<file path="config.mk">
export PLATFORM = sky130hd
export DESIGN_NAME = rattlesnake_blk_wr_guard
export DESIGN_NICKNAME = d
export VERILOG_FILES = /design/src/rtl/rattlesnake_blk_wr_guard.sv
export SDC_FILE = /design/constraint.sdc
export NUM_CORES = 1
export LEC_CHECK = 0
export CORE_MARGIN = 2
export CORE_UTILIZATION = 53
export DETAILED_ROUTE_END_ITERATION = 6
export PLACE_DENSITY = 0.88
export SLEW_MARGIN = 20
export SYNTH_ARGS = -nofsm -noshare
export SYNTH_HDL_FRONTEND = slang
export SYNTH_SLANG_ARGS = --single-unit
</file>
<file path="constraint.sdc">
create_clock -name clk -period 5.1 [get_ports clk]
set_input_delay 1.02 -clock clk [delete_from_list [all_inputs] [get_ports clk]]
set_output_delay 1.02 -clock clk [all_outputs]
set_load 0.005 [all_outputs]
</file>
<file path="src/rtl/rattlesnake_blk_wr_guard.sv">
// rtl/rattlesnake_blk_wr_guard.sv - LIFO of protected addresses scanned against detected block-write ranges
// Optional feature macro: RATTLESNAKE_BLK_WR_GUARD_WRAP_EN (push when full overwrites the oldest entry)
module rattlesnake_blk_wr_guard #(
    parameter int DEPTH     = 8,
    parameter int ADDR_BITS = 16
) (
    input  logic                 clk,
    input  logic                 reset_n,
    input  logic                 sync_reset,
    input  logic                 blk_write_active,
    input  logic [ADDR_BITS-1:0] blk_wr_start,
    input  logic [ADDR_BITS-1:0] blk_wr_end,
    input  logic                 exception_handler_active,
    input  logic                 push_en,
    input  logic [ADDR_BITS-1:0] push_addr,
    input  logic                 pop_en,
    input  logic                 violation_ack,
    output logic                 violation,
    output logic [ADDR_BITS-1:0] violation_addr,
    output logic                 stack_empty,
    output logic                 stack_full,
    output logic                 overflow
);

    localparam int CW = $clog2(DEPTH) + 1;
    localparam int IW = $clog2(DEPTH);

    typedef enum logic [1:0] {S_IDLE, S_SCAN, S_HOLD} state_t;

    state_t               state, state_next;
    logic [ADDR_BITS-1:0] mem [DEPTH];
    logic [CW-1:0]        count;
    logic [IW-1:0]        idx, idx_next;
    logic [ADDR_BITS-1:0] rng_start, rng_end;
    logic                 rescan;
    logic                 prev_active;

    logic [IW-1:0]        top_idx, eff_idx;
    logic [ADDR_BITS-1:0] entry;
    logic                 entry_hit, end_changed, trigger;
    logic                 latch_rng, clr_rescan, set_hit;

    assign stack_empty = (count == '0);
    assign stack_full  = (count == CW'(DEPTH));

    assign top_idx     = IW'(count - CW'(1));
    // Pops during a scan can leave idx above the new top; clamp before compare.
    assign eff_idx     = ({1'b0, idx} >= count) ? top_idx : idx;
    assign entry       = mem[eff_idx];
    assign entry_hit   = (entry >= rng_start) && (entry < rng_end);
    assign end_changed = (blk_wr_end != rng_end);
    assign trigger     = blk_write_active && !exception_handler_active &&
                         ((blk_write_active && !prev_active) || end_changed || rescan);

    // LIFO count and sticky overflow
    always_ff @(posedge clk or negedge reset_n) begin
        if (!reset_n) begin
            count    <= '0;
            overflow <= 1'b0;
        end else if (sync_reset) begin
            count    <= '0;
            overflow <= 1'b0;
        end else if (push_en && pop_en && !stack_empty) begin
            count <= count;
        end else if (push_en) begin
            if (stack_full)
                overflow <= 1'b1;
            else
                count <= count + CW'(1);
        end else if (pop_en && !stack_empty) begin
            count <= count - CW'(1);
        end
    end

    // Storage needs no reset: count alone defines which entries are live.
    always_ff @(posedge clk) begin
        if (!sync_reset) begin
            if (push_en && pop_en && !stack_empty) begin
                mem[top_idx] <= push_addr;
            end else if (push_en && !stack_full) begin
                mem[count[IW-1:0]] <= push_addr;
            end else if (push_en) begin
`ifdef RATTLESNAKE_BLK_WR_GUARD_WRAP_EN
                for (int i = 0; i < DEPTH - 1; i++)
                    mem[i] <= mem[i+1];
                mem[DEPTH-1] <= push_addr;
`endif
            end
        end
    end

    always_comb begin
        state_next = state;
        idx_next   = idx;
        latch_rng  = 1'b0;
        clr_rescan = 1'b0;
        set_hit    = 1'b0;
        case (state)
            S_IDLE: begin
                if (trigger) begin
                    latch_rng  = 1'b1;
                    clr_rescan = 1'b1;
                    idx_next   = top_idx;
                    if (!stack_empty)
                        state_next = S_SCAN;
                end
            end
            S_SCAN: begin
                if (exception_handler_active || !blk_write_active) begin
                    state_next = S_IDLE;
                end else if (end_changed) begin
                    latch_rng = 1'b1;
                    idx_next  = top_idx;
                    if (stack_empty)
                        state_next = S_IDLE;
                end else if (stack_empty) begin
                    state_next = S_IDLE;
                end else if (entry_hit) begin
                    set_hit    = 1'b1;
                    state_next = S_HOLD;
                end else if (eff_idx == '0) begin
                    state_next = S_IDLE;
                end else begin
                    idx_next = eff_idx - IW'(1);
                end
            end
            S_HOLD: begin
                if (violation_ack)
                    state_next = S_IDLE;
            end
            default: state_next = S_IDLE;
        endcase
    end

    always_ff @(posedge clk or negedge reset_n) begin
        if (!reset_n) begin
            state          <= S_IDLE;
            idx            <= '0;
            rng_start      <= '0;
            rng_end        <= '0;
            rescan         <= 1'b0;
            prev_active    <= 1'b0;
            violation      <= 1'b0;
            violation_addr <= '0;
        end else if (sync_reset) begin
            state          <= S_IDLE;
            idx            <= '0;
            rng_start      <= '0;
            rng_end        <= '0;
            rescan         <= 1'b0;
            prev_active    <= 1'b0;
            violation      <= 1'b0;
            violation_addr <= '0;
        end else begin
            state       <= state_next;
            idx         <= idx_next;
            prev_active <= blk_write_active;
            violation   <= (state_next == S_HOLD);
            if (latch_rng) begin
                rng_start <= blk_wr_start;
                rng_end   <= blk_wr_end;
            end
            if (set_hit)
                violation_addr <= entry;
            if (state == S_SCAN && push_en)
                rescan <= 1'b1;
            else if (clr_rescan)
                rescan <= 1'b0;
        end
    end

endmodule

</file>
==> reports/metrics.yaml <==
run_status:
  status: "finished, final reports clean"
route:
  vias: 5748
  route.final.wire_length_mm: 21.06
  drt-wirelength-per-cell_um: 21.56
  post_drt_via_cell_ratio: 5.883
  route.antenna.remaining_nets: 0
  detail_route.iter0.violations: 483
  remaining_drc_errors: 0
  drt-pass1-iter-count: 5
cts:
  htree_num_levels: 4
  clk_path_buf_depth: 2
  tritoncts_num_sinks: 189
  cts.root.buffer_cell: "sky130_fd_sc_hd__clkbuf_16"
  cts_made_buffers: 17
  clock_tree_from_tritoncts: "yes"
  worst_skew_pair.late_latency_ps: 450
  post_cts_hold_buffer_count: 0
  path_clk_slew_ps: 70
sta:
  finalHoldWorstSlack_ps: 508.5
  tns_ps: 0
  finalMaxSlewViolations: 0
  normalized_max_slew_margin: 0.2723
  final_critical_path_setup_slack_ps: 117.8
  finalSetupViolCount: 0
  tightestPinTransition_ps: 1090
  finalWorstPathRequiredPeriod_ps: 4982
  fin_worst_skew_ps: 13.56
  fmaxAchievable_mhz: 200.7
  final-hold-violation-count: 0
  final_min_period_over_clock_period: 0.9769
place:
  dpl-instance-area_um2: 10110
  port-buffer-count: 75
  detailedPlace.worstSlack_ps: 24.73
  gp_congestion: 0.8655
  dp_hpwl_mm: 13.50
die:
  die_h_um: 134.8
  die_width_um: 134.8
  core_region_area_um2: 16640
  floorplan.initialDensity: 0.5451
  io_pins: 76
  placement_rows: 47
  die-area_um2: 18180
power:
  fraction_of_power_consumed_by_the_clock_network: 0.189
  p_leak_nw: 4.325
  relative_contribution_of_combinational_cells_to_total_power: 0.549
  power-per-cell-area_nw_per_um2: 627.1
  worst_ir_drop_vdd_uv: 381.5
  switching_share: 0.3892
  switching_power_w: 0.002675
  power_frac_seq: 0.263
  internal_power_w: 0.004199
cells_and_area:
  post_route_cells_drive_above_1_share: 0.1427
  stdcell_area_um2: 10960
  diodes: 0
  finish.net_count: 838
  final_common_cell: "sky130_fd_sc_hd__edfxtp_1"
  finish.utilization: 0.6587
  syn2layout_area_growth_pct: 20.84
  filler_cell_count: 1162
  layout_common_cells: "128 x sky130_fd_sc_hd__edfxtp_1, 73 x sky130_fd_sc_hd__clkdlybuf4s50_1, 61 x sky130_fd_sc_hd__dfrtp_1, 59 x sky130_fd_sc_hd__nor2_1, 48 x sky130_fd_sc_hd__mux2i_1"
logic_synthesis:
  syn_area_um2: 9071
  synth.net_count: 739
  synth-async-reset-ratio: 0.3228
  synth-warning-count: 0
  number_of_synthesized_flops_with_an_enable_pin: 128
  synth_cells: 645
  postSynthRegisterBits: 189
  synth_sequential_area_ratio: 0.5920
  synth-main-ff-cell: "sky130_fd_sc_hd__edfxtp_1"
  yosysUniqueCellTypes: 58
  synth_area_per_cell_um2: 14.06
job:
  cap_violations: 0
critical_path:
  cpMaxStageDelayCell: "sky130_fd_sc_hd__mux4_2"
  critPathMaxStageDelay_ps: 440
  cp_max_fo: 11
  critPathRequiredTime_ps: 5390
  crit_chain: "inv_1 -> ha_1 -> nand2b_1 -> a211o_1 -> buf_4 -> and2_4 -> a21o_4 -> buf_4 -> mux4_2 -> mux2_2 -> ha_1 -> nand2_1 -> o21ai_0 -> a41oi_1 -> o211ai_1 -> and4_1 -> a31o_4 -> buf_12 -> mux2i_1 -> nor2_1"
  worstSetupStartpointType: "flip-flop"
  cp-end-kind: "flip-flop"
  cpLargestDelayFamily: "compound AO/OA/AOI/OAI gates"
  timing.setup.critical_path_class: "flip-flop to flip-flop"
  worstPathBufferInverterCount: 4
  timing.critical_path.arrival_ps: 5270
  logic_depth_of_the_worst_register_to_register_path: 20
  cp.depth: 20
global_routing:
  grt_use_total: 0.2306
  grt_pass1_vias: 5843
  grt_max_degree: 65
  grt_first_pass_wirelength_mm: 31.15
  global_route.overflow_total: 0
  antenna_found_initial: 0
worst_hold_path:
  timing.hold.worst_path_depth: 2
  hold_class: "flip-flop to flip-flop"
[synthesized netlist by cell type (9+ instances only)]
master | number | share of area
sky130_fd_sc_hd__mux4_1 | 25 | 0.072
sky130_fd_sc_hd__o21ai_0 | 21 | 0.012
sky130_fd_sc_hd__ha_1 | 38 | 0.052
sky130_fd_sc_hd__edfxtp_1 | 128 | 0.42
sky130_fd_sc_hd__nand2_1 | 22 | 0.0091
sky130_fd_sc_hd__mux2i_1 | 48 | 0.053
sky130_fd_sc_hd__inv_1 | 43 | 0.018
sky130_fd_sc_hd__clkbuf_1 | 11 | 0.0046
sky130_fd_sc_hd__nor2_1 | 68 | 0.028
sky130_fd_sc_hd__dfrtp_1 | 61 | 0.17
sky130_fd_sc_hd__xor2_1 | 18 | 0.017
sky130_fd_sc_hd__nor2b_1 | 9 | 0.0062
sky130_fd_sc_hd__mux2_2 | 15 | 0.019
sky130_fd_sc_hd__a21oi_1 | 21 | 0.012
sky130_fd_sc_hd__nand2b_1 | 9 | 0.0062
[routing by layer]
| metal | share of wire | vias up | GRT usage |
|---|---|---|---|
| met3 | 0.052 | 44 | 0.04542 |
| met5 | 0 | - | 0 |
| met2 | 0.50 | 208 | 0.3883 |
| li1 | - | 2640 | - |
| met4 | 0.023 | 0 | 0.09474 |
| met1 | 0.42 | 2856 | 0.2951 |
[power groups by stage]
stage / registers [W] / logic [W] / clock network, W
global route: 0.00181 / 0.00409 / 0.00137
global placement: 0.00183 / 0.00309 / 0
floorplan: 0.00182 / 0.00233 / 0
CTS: 0.00181 / 0.00332 / 0.00131
finish: 0.00181 / 0.00377 / 0.00130
detailed placement: 0.00184 / 0.00327 / 0
[per-stage QoR]
step / std cells / power (W)
floorplan: 645 / 0.004155
global placement: 932 / 0.004916
detailed placement: 932 / 0.005111
CTS: 964 / 0.006433
global route: 977 / 0.007274
finish: 977 / 0.006874
[sequential cells by signal, summed over array words and instances, names as in the netlist]
signal / count
count: 4
idx: 3
mem: 128
overflow: 1
prev_active: 1
rescan: 1
rng_end: 16
rng_start: 16
state: 2
violation: 1
violation_addr: 16
[worst register-to-register path, cell delays in order (launching register included)]
cell	delay (ps)
sky130_fd_sc_hd__dfrtp_1	400
sky130_fd_sc_hd__inv_1	100
sky130_fd_sc_hd__ha_1	230
sky130_fd_sc_hd__nand2b_1	150
sky130_fd_sc_hd__a211o_1	330
sky130_fd_sc_hd__buf_4	180
sky130_fd_sc_hd__and2_4	160
sky130_fd_sc_hd__a21o_4	300
sky130_fd_sc_hd__buf_4	170
sky130_fd_sc_hd__mux4_2	440
sky130_fd_sc_hd__mux2_2	370
sky130_fd_sc_hd__ha_1	300
sky130_fd_sc_hd__nand2_1	40
sky130_fd_sc_hd__o21ai_0	240
sky130_fd_sc_hd__a41oi_1	170
sky130_fd_sc_hd__o211ai_1	330
sky130_fd_sc_hd__and4_1	270
sky130_fd_sc_hd__a31o_4	210
sky130_fd_sc_hd__buf_12	150
sky130_fd_sc_hd__mux2i_1	210
sky130_fd_sc_hd__nor2_1	80
[final cells by class]
| type | count | area, µm² | area share |
|---|---|---|---|
| well taps | 220 | 275.3 | 0.02511 |
| multi-input cells | 389 | 3540 | 0.3229 |
| clock inverters | 15 | 156.4 | 0.01427 |
| clock buffers | 17 | 425.4 | 0.03881 |
| inverters | 43 | 161.4 | 0.01472 |
| flip-flops and latches | 189 | 5370 | 0.4899 |
| repair buffers | 104 | 1033 | 0.09428 |
[path summary, 6_finish.rpt]
check                      slack (ps)                  to  startpoint
setup / recovery                  120  violation_addr[10]      idx[0]
hold / removal                    510            overflow    overflow
setup reg to reg                  120  violation_addr[10]      idx[0]
hold reg to reg                   510            overflow    overflow
max in group asynchronous        3780  violation_addr[13]     reset_n
min in group asynchronous         760              idx[2]     reset_n
[what timing repair did]
item                                    CTS  global route
gates resized for setup                   0            21
endpoints found under the setup margin    0            20
buffers inserted                          0            11
[kinds of logic after synthesis]
group                      after synthesis  share of synthesized area
AOI/OAI and AO/OA                       89                    0.06773
DFF                                    189                     0.5920
muxes                                   93                     0.1564
adders and majority gates               38                    0.05241
and+or+nand+nor                        148                    0.07807
buffers and inverters                   68                    0.03407
xor gates and xnor gates                20                    0.01931
Power figures use the tool's default switching activity.
